===== config.mk =====
export PLATFORM = sky130hd
export DESIGN_NAME = video_timing_gen_flat
export DESIGN_NICKNAME = d
export VERILOG_FILES = /design/src/rtl/system86_video_pkg.sv /design/src/rtl/video_timing_gen_if.sv /design/src/rtl/video_timing_gen_mod_counter.sv /design/src/rtl/video_timing_gen.sv /design/src/flat_wrapper.sv
export SDC_FILE = /design/constraint.sdc
export NUM_CORES = 1
export LEC_CHECK = 0
export CELL_PAD_IN_SITES_DETAIL_PLACEMENT = 1
export CELL_PAD_IN_SITES_GLOBAL_PLACEMENT = 1
export CORE_MARGIN = 2
export CORE_UTILIZATION = 40
export CTS_BUF_LIST = sky130_fd_sc_hd__clkbuf_8
export CTS_CLUSTER_SIZE = 28
export DETAILED_ROUTE_END_ITERATION = 12
export PLACE_DENSITY_LB_ADDON = 0.1
export SYNTH_ARGS = -nofsm -noshare
export SYNTH_HDL_FRONTEND = slang
export SYNTH_SLANG_ARGS = --single-unit

===== constraint.sdc =====
create_clock -name CLK_6M -period 5.35 [get_ports CLK_6M]
set_clock_uncertainty 0.15 [all_clocks]
set_input_delay 1.07 -clock CLK_6M [delete_from_list [all_inputs] [get_ports CLK_6M]]
set_output_delay 1.07 -clock CLK_6M [all_outputs]
set_load 0.02 [all_outputs]

===== src/rtl/system86_video_pkg.sv =====
// system86_video_pkg: default raster timing constants and beam-position type
package system86_video_pkg;
    localparam int POS_W            = 9;
    localparam int H_TOTAL_DEF      = 384;
    localparam int H_ACTIVE_DEF     = 288;
    localparam int H_SYNC_START_DEF = 304;
    localparam int H_SYNC_WIDTH_DEF = 32;
    localparam int V_TOTAL_DEF      = 264;
    localparam int V_ACTIVE_DEF     = 224;
    localparam int V_SYNC_START_DEF = 240;
    localparam int V_SYNC_WIDTH_DEF = 8;
    typedef logic [POS_W-1:0] pos_t;
endpackage


===== src/rtl/video_timing_gen_if.sv =====
// video_timing_gen_if: beam position, sync, blank and strobe bundle
interface video_timing_gen_if;
    import system86_video_pkg::*;
    pos_t H;
    pos_t V;
    logic CLK_2H;
    logic HSYNC;
    logic VSYNC;
    logic HBLANK;
    logic VBLANK;
    logic LINE_START;
    logic FRAME_START;
    modport master (output H, V, CLK_2H, HSYNC, VSYNC, HBLANK, VBLANK, LINE_START, FRAME_START);
    modport slave  (input  H, V, CLK_2H, HSYNC, VSYNC, HBLANK, VBLANK, LINE_START, FRAME_START);
endinterface


===== src/rtl/video_timing_gen_mod_counter.sv =====
// mod_counter: 0..TOTAL-1 wrap counter with enable, sync reset and wrap flag
module mod_counter
    import system86_video_pkg::*;
#(
    parameter int TOTAL = H_TOTAL_DEF
) (
    input  logic clk,
    input  logic rst,
    input  logic en,
    output pos_t count_q,
    output pos_t count_d,
    output logic wrap
);
    // next count; wrap is only asserted on an enabled terminal count
    always_comb begin
        wrap    = en && (count_q == pos_t'(TOTAL - 1));
        count_d = wrap ? '0 : en ? count_q + pos_t'(1) : count_q;
    end
    // count register
    always_ff @(posedge clk) begin
        if (rst) count_q <= '0;
        else     count_q <= count_d;
    end
endmodule


===== src/rtl/video_timing_gen.sv =====
// video_timing_gen: H/V raster counters with registered sync/blank/strobe decode
module video_timing_gen
    import system86_video_pkg::*;
#(
    parameter int H_TOTAL      = H_TOTAL_DEF,
    parameter int H_ACTIVE     = H_ACTIVE_DEF,
    parameter int H_SYNC_START = H_SYNC_START_DEF,
    parameter int H_SYNC_WIDTH = H_SYNC_WIDTH_DEF,
    parameter int V_TOTAL      = V_TOTAL_DEF,
    parameter int V_ACTIVE     = V_ACTIVE_DEF,
    parameter int V_SYNC_START = V_SYNC_START_DEF,
    parameter int V_SYNC_WIDTH = V_SYNC_WIDTH_DEF
) (
    input  logic                CLK_6M,
    input  logic                RST,
    input  logic                ENABLE,
    video_timing_gen_if.master  vid
);
    pos_t h_q, h_d, v_q, v_d;
    logic h_wrap, v_wrap;
    logic clk2h_q, hsync_q, vsync_q, hblank_q, vblank_q, line_q, frame_q;
    logic clk2h_d, hsync_d, vsync_d, hblank_d, vblank_d, line_d, frame_d;

    mod_counter #(.TOTAL(H_TOTAL)) u_h (
        .clk(CLK_6M), .rst(RST), .en(ENABLE), .count_q(h_q), .count_d(h_d), .wrap(h_wrap)
    );
    mod_counter #(.TOTAL(V_TOTAL)) u_v (
        .clk(CLK_6M), .rst(RST), .en(h_wrap), .count_q(v_q), .count_d(v_d), .wrap(v_wrap)
    );

    // decode from next-state position so outputs line up with H/V; strobes fire on wrap and hold while frozen
    always_comb begin
        clk2h_d  = h_d[1];
        hblank_d = int'(h_d) >= H_ACTIVE;
        vblank_d = int'(v_d) >= V_ACTIVE;
        hsync_d  = int'(h_d) >= H_SYNC_START && int'(h_d) < H_SYNC_START + H_SYNC_WIDTH;
        vsync_d  = int'(v_d) >= V_SYNC_START && int'(v_d) < V_SYNC_START + V_SYNC_WIDTH;
        line_d   = h_wrap || (line_q && !ENABLE);
        frame_d  = v_wrap || (frame_q && !ENABLE);
    end

    // output registers; reset values are the decode of position (0,0)
    always_ff @(posedge CLK_6M) begin
        if (RST) begin
            clk2h_q  <= 1'b0;
            hsync_q  <= 1'b0;
            vsync_q  <= 1'b0;
            hblank_q <= 1'b0;
            vblank_q <= 1'b0;
            line_q   <= 1'b1;
            frame_q  <= 1'b1;
        end else begin
            clk2h_q  <= clk2h_d;
            hsync_q  <= hsync_d;
            vsync_q  <= vsync_d;
            hblank_q <= hblank_d;
            vblank_q <= vblank_d;
            line_q   <= line_d;
            frame_q  <= frame_d;
        end
    end

    assign vid.H           = h_q;
    assign vid.V           = v_q;
    assign vid.CLK_2H      = clk2h_q;
    assign vid.HSYNC       = hsync_q;
    assign vid.VSYNC       = vsync_q;
    assign vid.HBLANK      = hblank_q;
    assign vid.VBLANK      = vblank_q;
    assign vid.LINE_START  = line_q;
    assign vid.FRAME_START = frame_q;
endmodule

===== src/flat_wrapper.sv =====
// flat-port wrapper written by rule: the top's interface ports become plain ports
module video_timing_gen_flat import system86_video_pkg::*;
#(
    parameter int H_TOTAL      = H_TOTAL_DEF,
    parameter int H_ACTIVE     = H_ACTIVE_DEF,
    parameter int H_SYNC_START = H_SYNC_START_DEF,
    parameter int H_SYNC_WIDTH = H_SYNC_WIDTH_DEF,
    parameter int V_TOTAL      = V_TOTAL_DEF,
    parameter int V_ACTIVE     = V_ACTIVE_DEF,
    parameter int V_SYNC_START = V_SYNC_START_DEF,
    parameter int V_SYNC_WIDTH = V_SYNC_WIDTH_DEF
)
  (CLK_6M, RST, ENABLE, vid_H, vid_V, vid_CLK_2H, vid_HSYNC, vid_VSYNC, vid_HBLANK, vid_VBLANK, vid_LINE_START, vid_FRAME_START);
  video_timing_gen_if vid_i ();
  input  logic CLK_6M;
  input  logic RST;
  input  logic ENABLE;
  output wire logic [$bits(vid_i.H)-1:0] vid_H;
  output wire logic [$bits(vid_i.V)-1:0] vid_V;
  output wire logic [$bits(vid_i.CLK_2H)-1:0] vid_CLK_2H;
  output wire logic [$bits(vid_i.HSYNC)-1:0] vid_HSYNC;
  output wire logic [$bits(vid_i.VSYNC)-1:0] vid_VSYNC;
  output wire logic [$bits(vid_i.HBLANK)-1:0] vid_HBLANK;
  output wire logic [$bits(vid_i.VBLANK)-1:0] vid_VBLANK;
  output wire logic [$bits(vid_i.LINE_START)-1:0] vid_LINE_START;
  output wire logic [$bits(vid_i.FRAME_START)-1:0] vid_FRAME_START;
  assign vid_H = vid_i.H;
  assign vid_V = vid_i.V;
  assign vid_CLK_2H = vid_i.CLK_2H;
  assign vid_HSYNC = vid_i.HSYNC;
  assign vid_VSYNC = vid_i.VSYNC;
  assign vid_HBLANK = vid_i.HBLANK;
  assign vid_VBLANK = vid_i.VBLANK;
  assign vid_LINE_START = vid_i.LINE_START;
  assign vid_FRAME_START = vid_i.FRAME_START;
  video_timing_gen #(.H_TOTAL(H_TOTAL), .H_ACTIVE(H_ACTIVE), .H_SYNC_START(H_SYNC_START), .H_SYNC_WIDTH(H_SYNC_WIDTH), .V_TOTAL(V_TOTAL), .V_ACTIVE(V_ACTIVE), .V_SYNC_START(V_SYNC_START), .V_SYNC_WIDTH(V_SYNC_WIDTH)) u_core (.CLK_6M(CLK_6M), .RST(RST), .ENABLE(ENABLE), .vid(vid_i));
endmodule

# Yosys cells after proc, flatten, opt, wreduce, memory -nomap -nowiden
# Index checks and enable logic that the tools add are counted.
totals:
  n_memories: 0
  ramBits: 0
  latchBits: 0
  mem_bits_ro: 0
  ff_bits: 25
op_classes:
  eq_ne: 2
  magnitude_cmp: 6
  n_bitwise: 0
  addsub: 2
  n_reduce_logical: 9
  n_div: 0
  n_shift: 0
  mux: 4
  mul: 0
ops:
  columns: ["operator", "n"]
  rows:
  - ["2-to-1 mux 9 bit", 4]
  - ["adder 9 x 1 -> 9 bit (second input constant)", 2]
  - ["equality test 9 bit (second input constant)", 2]
  - ["greater-or-equal comparator 9 x 8 -> 1 bit (second input constant)", 2]
  - ["greater-or-equal comparator 9 bit (second input constant)", 2]
  - ["< comparator 9 x 8 -> 1 bit (second input constant)", 1]
  - ["< comparator 9 bit (second input constant)", 1]
  - ["logical AND 1 bit", 6]
  - ["logical OR 1 bit", 2]
  - ["logical NOT 1 bit", 1]

# Depth between registers and ports, before layout
# Gate-level depths: netlist (run 1).
depth:
  depth_word: 6
  ltp_mapped: 6
  depth_no_buf: 6

# Cells and area by module
# A second synthesis (run 1) with hierarchy kept.
hier_totals:
  hier_cells: 130
  area_unflattened_um2: 1186.1
by_module_without_submodules:
  columns: ["mod", "instances", "seq_area_each_um2", "cells_per_inst", "area_per_inst_um2"]
  rows:
  - ["mod_counter (u_core.u_h)", 1, 180.2, 52, 475.5]
  - ["mod_counter (u_core.u_v)", 1, 180.2, 53, 469.2]
  - ["video_timing_gen", 1, 140.1, 25, 241.5]

# Least setup slack after synthesis (run 1)
# No wires, ideal clock.
synth_timing:
  kind: "input to register"
  start: "in ENABLE"
  end: "reg u_core.vsync_q, in the netlist u_core.vid.VSYNC"
  stages: 6
  n_path_buf: 1
  arrival_ns: 2.410
  setup_time_ns: 0.073
  setup_slack_ns: 2.717
  required_time_ns: 5.127
  path_cell_list: "buf_2 -> nand3_1 -> nor4_4 -> xnor2_1 -> or4_4 -> nor3_2"
synth_via:
  elab_chain_cells: 5
synth_rtl:
  columns: ["item", "line", "source"]
  rows:
  - ["start, declared", "flat_wrapper.sv:17", "input logic ENABLE;"]
  - ["logical AND 1 bit (*)", "video_timing_gen_mod_counter.sv:16", "wrap = en && (count_q == pos_t'(TOTAL - 1));"]
  - ["2-to-1 mux 9 bit / logical AND 1 bit (equally long branches)", "video_timing_gen_mod_counter.sv:17, video_timing_gen_mod_counter.sv:16", null]
  - ["2-to-1 mux 9 bit (*)", "video_timing_gen_mod_counter.sv:17", "count_d = wrap ? '0 : en ? count_q + pos_t'(1) : count_q;"]
  - ["greater-or-equal comparator 9 x 8 -> 1 bit / < comparator 9 x 8 -> 1 bit (equally long branches)", "video_timing_gen.sv:37", "vsync_d = int'(v_d) >= V_SYNC_START && int'(v_d) < V_SYNC_START + V_SYNC_WIDTH;"]
  - ["logical AND 1 bit (*)", "video_timing_gen.sv:37", null]
  - ["end signal, assigned", "video_timing_gen.sv:55", "vsync_q <= vsync_d;"]
  - ["end, declared", "video_timing_gen.sv:21", "logic clk2h_q, hsync_q, vsync_q, hblank_q, vblank_q, line_q, frame_q;"]
# Every way passes the cells marked *; elsewhere a longest branch is shown, timed or not.
# A chain may end at the register's enable or synchronous reset.

# Worst setup path in the final report (run 1)
# Ends and elaborated chain as after synthesis.

==> results.md, run 1 <==
- **TritonCTS clock tree** yes
- **WP depth** 6
- **first-pass GRT wire length** 4370 um
- **placed standard-cell area** 0.00140 mm^2
- **Vias per Instance** 5.30
- **post-route insts no fill** 172
- **sort of element at the end of the critical path** flop
- **CP Data Required Time** 5.39 ns
- **via count** 911
- **leak pwr** 0.577 nW
- **GPL Wtd Cong** 0.759
- **final setup violating endpoints** 0
- **final critical-path required period** 3.05 ns
- **critical path arrival** 3.09 ns
- **Detail Placement HPWL** 1980 um
- **classification of the worst-slack hold path** flop to flop
- **final hold slack** 0.325 ns
- **total congestion overflow** 0
- **critical-path cell with the highest stage delay** sky130_fd_sc_hd__clkdlybuf4s50_1
- **Setup crit start** ENABLE
- **P_int** 0.242 mW
- **site row count** 19
- **hold_buf cts** 0
- **NetSw** 0.0700 mW
- **core area** 0.00269 mm^2
- **Clock Tree Buf Depth** 2
- **full die area** 0.00318 mm^2
- **summed instance area of the synthesized netlist** 0.00110 mm^2
- **post-CTS clock slew at the launch and capture registers of the worst setup and hold paths** 0.08 ns
- **number of iterations in the first detailed-routing pass** 4
- **post-route cell area** 0.00144 mm^2
- **maximum fanout along the worst path** 9
- **worst hold path depth** 1
- **number of buffers added for setup after CTS** 0
- **mean instance size in the synthesized netlist** 9.73 um^2
- **antenna fix cells** 0
- **wirelength, routed** 2530 um
- **biggest cell delay along the critical path** 0.67 ns
- **GRT Resource Usage Total** 0.175
- **R2R cell count** 6
- **synthesis-to-layout area growth** 30.7%
- **I/O pin total** 28
- **ratio of total power to cell area** 217 mW/mm^2
- **fraction of layout instances using a drive strength above 1** 0.0851
- **number of buffers and inverters on the critical path** 1
- **number of global-route vias before repair** 946
- **Total Nets Final** 148
- **Slew Limit Headroom** 0.726
- **quantity of gates resized following cts** 0
- **antenna violations before repair** 0
- **number of H-tree levels** 1
- **final hold violations** 0
- **number of clock sinks seen by CTS** 24
- **area occupied by registers** 480 um^2
- **clock tree root driver cell** sky130_fd_sc_hd__clkbuf_8
- **number of different library cells in the post-synthesis netlist** 33
- **total clock buffers created by CTS** 3
- **kind of critical path** input port to flop
- **top achievable clock speed** 0.328 GHz
- **origin of the critical flop-to-flop path** u_core.u_h.count_q[0]$_SDFF_PP0_
- **total placed cells including tap cells** 169
- **cells traversed along the worst timing path** clkdlybuf4s50_1 -> nand3_1 -> nor4_4 -> xnor2_1 -> or4_4 -> nor3_2
- **net switching fraction of the power** 0.225
- **antenna-violating nets left** 0
- **number of instances in the synthesized netlist** 113
- **starting utilization of the core area** 0.409
- **Worst setup SP type** input port
- **per-cell routed wire length** 14.7 um
- **Least-Margin Pin Slew** 0.410 ns
- **sequential share of power** 0.591
- **final max-slew violation count** 0
- **number of warning messages in the yosys log** 0
- **Comb power frac** 0.071
- **# DRC** 0
- **RSZ-0062 raised after global routing** false
- **Die Span Y** 56.4 um
- **family with the most delay on the worst path** simple AND/OR/NAND/NOR gates
- **Synthesized Nets** 118
- **Clk Latency, worst-skew pair** 0.26 ns
- **chip width** 56.4 um
- **setup slack on the worst flop-to-flop path** 3.06 ns
- **number of synthesized register bits** 24
- **final critical-path share of the clock period** 0.569
- **clock power share** 0.338
- **pin count of the biggest net entering global routing** 13
- **Peak supply drop** 0.137 mV
- **Post-Route Setup TNS** 0 ns
- **Seq/Total Area, Yosys** 0.437
- **max-cap violations** 0
- **Hold Crit Start** u_core.vid.FRAME_START$_SDFF_PP1_
- **Iter 0 DRT Violations** 10
- **run status** complete, no violations
- **area of the multi-input gates** 596 um^2
- **count of port buffers added during placement** 27
- **fillcell total** 317
layer usage:
layer	vias to the layer above	track usage	routed length, um
li1	448	-	-
met1	442	0.203	1050
met2	19	0.324	1380
met3	2	0.0230	78
met4	0	0.0578	15
met5	-	0	0
final timing paths:
path	endpoint
hold reg to reg	u_core.vid.FRAME_START$_SDFF_PP1_
hold / removal	u_core.vid.FRAME_START$_SDFF_PP1_
setup / recovery	u_core.vid.VSYNC$_SDFF_PP0_
setup reg to reg	u_core.vid.VSYNC$_SDFF_PP0_
flip-flops by register name (all words and copies together), names as in the netlist, named ones only:
| name | count |
|---|---|
| u_core.u_h.count_q | 9 |
| u_core.u_v.count_q | 9 |
| u_core.vid.FRAME_START | 1 |
| u_core.vid.HBLANK | 1 |
| u_core.vid.HSYNC | 1 |
| u_core.vid.VBLANK | 1 |
| u_core.vid.VSYNC | 1 |
synth_stat cells (all sizes together):
| cell type | count | area share |
|---|---|---|
| dfxtp | 24 | 0.44 |
| a21o | 2 | 0.014 |
| nor2 | 17 | 0.058 |
| and3 | 1 | 0.0057 |
| nand3b | 1 | 0.0068 |
| xnor2 | 7 | 0.056 |
| nor3 | 4 | 0.023 |
| or4 | 1 | 0.010 |
| buf | 2 | 0.011 |
| o21bai | 1 | 0.010 |
| mux2i | 2 | 0.018 |
| or3 | 3 | 0.018 |
| ha | 2 | 0.023 |
| xor2 | 9 | 0.072 |
| nand4 | 5 | 0.042 |
| nand3 | 8 | 0.036 |
| nor4b | 1 | 0.0080 |
| or2 | 1 | 0.0057 |
| a31oi | 1 | 0.0057 |
| a21oi | 2 | 0.0091 |
| nand2b | 2 | 0.011 |
| nor4 | 3 | 0.044 |
| inv | 3 | 0.010 |
| o21ai | 1 | 0.0045 |
| nand4b | 1 | 0.022 |
| nor2b | 2 | 0.011 |
| nand2 | 6 | 0.020 |
| a211oi | 1 | 0.0068 |
area by class of cell:
type,count,area share
Clock buffer,3,0.0287
Timing Repair Buffer,27,0.188
Inverter,3,0.00783
Sequential cell,24,0.334
Tap cell,31,0.0270
Multi-Input combinational cell,84,0.414
kinds of logic (layout without fill, tap and decap cells):
family | Yosys count | in the layout | synth area share
buf+inv | 5 | 33 | 0.0216
compound gates | 8 | 8 | 0.0501
simple gates | 56 | 56 | 0.323
mux | 2 | 2 | 0.0182
flops | 24 | 24 | 0.437
fa+ha+maj | 2 | 2 | 0.0227
xor+xnor | 16 | 16 | 0.127
cells in the final DEF (no fill, tap or decap), types with 2 or more instances in the layout:
cell type / n
sky130_fd_sc_hd__a21o_1: 2
sky130_fd_sc_hd__a21oi_1: 2
sky130_fd_sc_hd__clkbuf_8: 3
sky130_fd_sc_hd__clkdlybuf4s50_1: 27
sky130_fd_sc_hd__dfxtp_1: 24
sky130_fd_sc_hd__ha_1: 2
sky130_fd_sc_hd__inv_1: 3
sky130_fd_sc_hd__mux2i_1: 2
sky130_fd_sc_hd__nand2_1: 6
sky130_fd_sc_hd__nand2b_1: 2
sky130_fd_sc_hd__nand3_1: 8
sky130_fd_sc_hd__nand4_1: 4
sky130_fd_sc_hd__nor2_1: 17
sky130_fd_sc_hd__nor2b_1: 2
sky130_fd_sc_hd__nor3_1: 3
sky130_fd_sc_hd__nor4_4: 2
sky130_fd_sc_hd__or3_1: 2
sky130_fd_sc_hd__xnor2_1: 7
sky130_fd_sc_hd__xor2_1: 9
worst register-to-register path, delay by kind of cell (launching register included):
family                   cells  cell delay, ns
AND/OR/NAND/NOR              4            1.22
adder cells (fa/ha/maj)      1            0.30
flip-flops                   1            0.42
XOR/XNOR                     1            0.13
per-stage QoR:
| step | util | setup WS, ns | power (mW) |
|---|---|---|---|
| 2_1_floorplan | - | 2.72 | 0.201 |
| 5_1_grt | 0.535 | 2.14 | 0.325 |
| 6_report | 0.535 | 2.30 | 0.312 |
| 4_1_cts | 0.535 | 2.29 | 0.316 |
| 3_5_place_dp | 0.520 | 2.01 | 0.211 |
| 3_3_place_gp | 0.520 | 2.08 | 0.210 |
power groups by stage:
stage	registers (mW)	logic, mW	clock network, mW
after global placement	0.188	0.0219	0
after global routing	0.185	0.0240	0.116
final	0.184	0.0222	0.105
after detailed placement	0.188	0.0226	0
after floorplan	0.191	0.00942	0
after CTS	0.184	0.0226	0.109
(Power assumes the default switching activity.)
==> run 2: changes to the inputs <==
Settings changed: CORE_UTILIZATION 40 to 37.
Clock period 5.35 ns to 2.85 ns, I/O delays scaled along.
==> run 2 against run 1 <==
Effect of this change: sequential power grew 88%; total power grew 88%; largest power group unchanged; wire length shrank 3.9%; largest cell class unchanged; final area grew 0.52%; highest routed layer unchanged; core utilization shrank 1.6 points; hold slack lost 0.018 ns.
==> results.md, run 2 (synthesis results as in run 1) <==
- **final hold violations** 0, unchanged
- **final max-slew violation count** 0, unchanged
- **R2R cell count** 6, unchanged
- **TritonCTS clock tree** yes
- **fillcell total** 328, +3.5%
- **antenna-violating nets left** 0, unchanged
- **CP Data Required Time** 2.84 ns, -2.55 ns
- **commonest cells after routing, fill and taps aside** sky130_fd_sc_hd__clkdlybuf4s50_1 (27), sky130_fd_sc_hd__dfxtp_1 (24), sky130_fd_sc_hd__nor2_1 (17)
- **commonest non-fill, non-tap cell in the layout** sky130_fd_sc_hd__clkdlybuf4s50_1
- **critical path arrival** 2.38 ns, -0.71 ns
- **sort of element at the end of the critical path** flop
- **area of the multi-input gates** 596 um^2, unchanged
- **Least-Margin Pin Slew** 0.400 ns, -0.00977 ns
- **net switching fraction of the power** 0.225, about the same
- **final critical-path required period** 2.39 ns
- **Comb power frac** 0.071, about the same
- **P_int** 0.455 mW, +88%
- **Total Nets Final** 149, +0.68%
- **sequential share of power** 0.589, -0.002
- **site row count** 19, unchanged
- **final setup violating endpoints** 0, unchanged
- **number of global-route vias before repair** 881, -6.9%
- **worst hold path depth** 1, unchanged
- **total power after layout** 0.586 mW, +88%
- **GPL Wtd Cong** 0.778, +2.5%
- **number of H-tree levels** 1, unchanged
- **clock power share** 0.339, about the same
- **Worst setup SP type** input port
- **starting utilization of the core area** 0.395, -0.0140
- **Layout Utilization** 0.520, -0.0156
- **leak pwr** 0.582 nW, +0.83%
- **hold_buf cts** 0, unchanged
- **via count** 901, -1.1%
- **endpoint of the lowest-slack register-to-register path** u_core.vid.VSYNC$_SDFF_PP0_
- **NetSw** 0.132 mW, +88%
- **classification of the worst-slack hold path** flop to flop
- **I/O pin total** 28, unchanged
- **max-cap violations** 0, unchanged
- **kind of critical path** input port to flop
- **final critical-path share of the clock period** 0.837
- **maximum fanout along the worst path** 9, unchanged
- **per-cell routed wire length** 14.0 um, -4.4%
- **wirelength, routed** 2430 um, -3.9%
- **quantity of gates resized following cts** 0, unchanged
- **core area** 0.00278 mm^2, +3.5%
- **top achievable clock speed** 0.419 GHz
- **biggest regs** u_core.u_h.count_q: 9 flops, u_core.u_v.count_q: 9 flops
- **pin count of the biggest net entering global routing** 13, unchanged
- **Slew Limit Headroom** 0.733, +0.00652
- **number of buffers added for setup after CTS** 0, unchanged
- **number of clock sinks seen by CTS** 24, unchanged
- **area occupied by registers** 480 um^2, unchanged
- **antenna violations before repair** 0, unchanged
- **chip width** 58.5 um, +3.7%
- **antenna fix cells** 0, unchanged
- **run status** complete, no violations
- **fraction of layout instances using a drive strength above 1** 0.0915, +0.00644
- **Vias per Instance** 5.21, -1.7%
- **total congestion overflow** 0, unchanged
- **post-CTS clock slew at the launch and capture registers of the worst setup and hold paths** 0.08 ns, about the same
- **clock tree root driver cell** sky130_fd_sc_hd__clkbuf_8
- **full die area** 0.00342 mm^2, +7.5%
- **Peak supply drop** 0.296 mV, +120%
- **total clock buffers created by CTS** 3, unchanged
- **count of port buffers added during placement** 27, unchanged
- **Die Span Y** 58.5 um, +3.7%
- **first-pass GRT wire length** 3950 um, -9.5%
- **ratio of total power to cell area** 406 mW/mm^2, +87%
- **Iter 0 DRT Violations** 26, +16
- **# DRC** 0, unchanged
- **Clk Latency, worst-skew pair** 0.26 ns, about the same
- **synthesis-to-layout area growth** 31.4%
- **origin of the critical flop-to-flop path** u_core.u_h.count_q[1]$_SDFF_PP0_
- **Post-Route Setup TNS** 0 ns, unchanged
- **number of iterations in the first detailed-routing pass** 4, unchanged
- **RSZ-0062 raised after global routing** false
- **GRT Resource Usage Total** 0.151, -0.0235
- **Detail Placement HPWL** 1930 um, -2.6%
- **setup slack on the worst flop-to-flop path** 0.63 ns, -2.43 ns
- **Clock Tree Buf Depth** 2, unchanged
## run 2: cell types whose count changed in the layout (fill, tap and decap cells not counted)
cell                    delta
sky130_fd_sc_hd__buf_4     +1
## run 2: area by class of cell
class,count,area share
Sequential cell,24,0.332
Inverter,3,0.00779
Clock buffer,3,0.0286
Timing Repair Buffer,28,0.192
Tap cell,31,0.0268
Multi-Input combinational cell,84,0.412
## run 2: worst max-delay path, stage by stage
cell                              delay (ns)
sky130_fd_sc_hd__clkdlybuf4s50_1        0.53
sky130_fd_sc_hd__buf_4                  0.17
sky130_fd_sc_hd__nand2_1                0.10
sky130_fd_sc_hd__or3_2                  0.48
sky130_fd_sc_hd__o21bai_2               0.36
sky130_fd_sc_hd__o21ai_0                0.15
## run 2: power by group through the flow
stage | Clock, mW | Sequential, mW | Combinational [mW]
2_1_floorplan | 0 | 0.359 | 0.0177
3_3_place_gp | 0 | 0.353 | 0.0425
3_5_place_dp | 0 | 0.354 | 0.0426
4_1_cts | 0.210 | 0.346 | 0.0428
5_1_grt | 0.219 | 0.347 | 0.0452
6_report | 0.199 | 0.346 | 0.0419
## run 2: through the flow
stage               hold WS, ns  area, um^2  worst slack [ns]  std cells
floorplan                 0.400        1100             0.614        113
global placement          0.284        1400             0.214        170
detailed placement        0.293        1400             0.149        170
CTS                       0.314        1450             0.429        173
global route              0.333        1450             0.354        173
finish                    0.307        1450             0.464        173
## run 2: worst max-delay path by stage
| stage | startpoint | slack [ns] | cells past startpoint | endpoint |
|---|---|---|---|---|
| 6_report | ENABLE | 0.46 | 6 | u_core.vid.VBLANK$_SDFF_PP0_ |
| 2_1_floorplan | u_core.u_h.count_q[0]$_SDFF_PP0_ | 0.61 | 6 | u_core.vid.VSYNC$_SDFF_PP0_ |
| 3_3_place_gp | ENABLE | 0.21 | 6 | u_core.vid.VBLANK$_SDFF_PP0_ |
| 4_1_cts | ENABLE | 0.43 | 6 | u_core.vid.VBLANK$_SDFF_PP0_ |
| 5_1_grt | ENABLE | 0.35 | 6 | u_core.vid.VBLANK$_SDFF_PP0_ |
| 3_5_place_dp | ENABLE | 0.15 | 6 | u_core.vid.VBLANK$_SDFF_PP0_ |
## run 2: per-layer routing
layer,global-route usage,vias up,part of all wire
li1,-,448,-
met3,0.0396,2,0.036
met5,0,-,0
met2,0.276,16,0.53
met4,0.0299,0,0.0033
met1,0.177,435,0.43
==> run 3: changes to the inputs <==
Settings changed: CORE_UTILIZATION 37 to 34.
Clock period 2.85 ns to 2 ns, I/O delays scaled along.
==> run 3 against run 2 <==
Effect of this change: sequential share of layout area fell by 5.3 points; total power rose by 57%; hold slack improved by 0.010 ns; global-route usage rose by 4.2 points; cell count rose by 26%; flip-flop and latch count did not move; first-iteration DRC count fell by 46%; wire length rose by 34%; via count rose by 16%; die area rose by 8.2%; core utilization rose by 6.3 points; highest routed layer unchanged.
==> results.md, run 3 (synthesis results as in run 1) <==
- **run status** complete, no violations
- **clock tree root driver cell** sky130_fd_sc_hd__clkbuf_8
- **final critical-path share of the clock period** 0.975
- **Total Nets Final** 180, +21%
- **Clk Latency, worst-skew pair** 0.27 ns, about the same
- **Least-Margin Pin Slew** 0.428 ns, +0.0276 ns
- **antenna violations before repair** 0, unchanged
- **area occupied by registers** 498 um^2, +3.6%
- **number of H-tree levels** 1, unchanged
- **fillcell total** 356, +8.5%
- **ratio of total power to cell area** 517 mW/mm^2, +27%
- **core area** 0.00305 mm^2, +9.8%
- **wirelength, routed** 3250 um, +34%
- **top achievable clock speed** 0.513 GHz
- **final max-slew violation count** 0, unchanged
- **commonest cells after routing, fill and taps aside** sky130_fd_sc_hd__buf_4 (32), sky130_fd_sc_hd__clkdlybuf4s50_1 (25), sky130_fd_sc_hd__nor2_1 (17)
- **classification of the worst-slack hold path** flop to flop
- **# DRC** 0, unchanged
- **antenna-violating nets left** 0, unchanged
- **starting utilization of the core area** 0.360, -0.0352
- **antenna fix cells** 0, unchanged
- **number of global-route vias before repair** 1097, +25%
- **GRT Resource Usage Total** 0.193, +0.0417
- **via count** 1047, +16%
- **Peak supply drop** 0.293 mV, -0.91%
- **post-route cell area** 0.00178 mm^2, +23%
- **maximum fanout along the worst path** 3, -6
- **sort of element at the end of the critical path** output pin
- **total clock buffers created by CTS** 3, unchanged
- **first-pass GRT wire length** 5150 um, +30%
- **Clock Tree Buf Depth** 2, unchanged
- **final critical-path required period** 1.95 ns
- **chip width** 60.9 um, +4.0%
- **CP Data Required Time** 1.45 ns, -1.39 ns
- **total power after layout** 0.919 mW, +57%
- **final hold violations** 0, unchanged
- **I/O pin total** 28, unchanged
- **number of clock sinks seen by CTS** 24, unchanged
- **RSZ-0062 raised after global routing** true
- **synthesis-to-layout area growth** 61.8%
- **biggest regs** u_core.u_h.count_q: 9 flops, u_core.u_v.count_q: 9 flops
- **pre-CTS setup slack** -0.501 ns, -0.650 ns
- **commonest non-fill, non-tap cell in the layout** sky130_fd_sc_hd__buf_4
- **total congestion overflow** 0, unchanged
- **GPL Wtd Cong** 0.823, +5.7%
- **per-cell routed wire length** 14.9 um, +6.2%
- **placed standard-cell area** 0.00165 mm^2, +17%
- **Post-Route Setup TNS** 0 ns, unchanged
- **number of iterations in the first detailed-routing pass** 4, unchanged
- **biggest cell delay along the critical path** 0.60 ns, +0.07 ns
- **crit path setup slack, layout** 0.0509 ns, -0.413 ns
- **site row count** 20, +1
- **Die Span Y** 60.9 um, +4.0%
- **Slew Limit Headroom** 0.712, -0.0209
- **Worst setup SP type** flop
- **hold_buf cts** 0, unchanged
- **area of the multi-input gates** 648 um^2, +8.8%
- **critical path arrival** 1.40 ns, -0.98 ns
- **cells traversed along the worst timing path** buf_4 -> clkdlybuf4s50_1
- **TritonCTS clock tree** yes
- **leak pwr** 0.766 nW, +32%
- **pin count of the biggest net entering global routing** 14, +1
- **Iter 0 DRT Violations** 14, -46%
- **full die area** 0.00371 mm^2, +8.2%
- **max-cap violations** 0, unchanged
- **fraction of layout instances using a drive strength above 1** 0.356, +0.265
- **count of port buffers added during placement** 27, unchanged
- **Vias per Instance** 4.80, -7.8%
- **Layout Utilization** 0.583, +0.0632
- **Detail Placement HPWL** 2450 um, +27%
- **kind of critical path** flop to output pin
- **post-CTS clock slew at the launch and capture registers of the worst setup and hold paths** 0.09 ns, about the same
- **final setup violating endpoints** 0, unchanged
- **critical-path cell with the highest stage delay** sky130_fd_sc_hd__clkdlybuf4s50_1
run 3: final cells by class:
| class | instances | area share |
|---|---|---|
| tap | 44 | 0.0309 |
| clock buffer | 4 | 0.0309 |
| timing repair buffer | 59 | 0.288 |
| multi-input combinational | 84 | 0.364 |
| inverter | 3 | 0.00633 |
| sequential | 24 | 0.280 |
run 3: repair_timing:
action | in CTS | in global routing
pin swaps | 3 | 3
setup endpoints to repair | 13 | 5
cloned | 0 | 0
buffers inserted | 2 | 2
resized for setup | 2 | 12
hold endpoints to repair | 0 | 0
run 3: stage by stage:
stage	hold WS, ns	cells
4_1_cts	0.325	216
3_3_place_gp	0.285	210
3_5_place_dp	0.304	210
2_1_floorplan	0.315	113
5_1_grt	0.344	218
6_report	0.317	218
run 3: critical path: cells and delay by family (launching register included):
kind | cells | cell delay, ns
flip-flops | 1 | 0.39
buffers and inverters | 2 | 0.73
run 3: power breakdown:
part | switching (mW) | leakage [nW] | internal [mW]
registers | 0.00645 | 0.200 | 0.484
logic | 0.0416 | 0.537 | 0.0465
clock network | 0.165 | 0.0288 | 0.176
run 3: per-layer routing:
layer	GRT usage	share of wire
met2	0.363	0.54
met3	0.0490	0.042
met1	0.215	0.40
met5	0	0
met4	0.0466	0.013
run 3: worst paths after layout:
check / from / to / slack [ns] / depth (start not counted)
worst min-delay path: flop / flop / 0.32 / 1
worst max register to register: u_core.u_h.count_q[1]$_SDFF_PP0_ / u_core.u_v.count_q[6]$_SDFF_PP0_ / 0.09 / 7
worst max-delay path: u_core.u_v.count_q[0]$_SDFF_PP0_ / vid_V[0] / 0.05 / 2
worst min register to register: flop / flop / 0.32 / 1
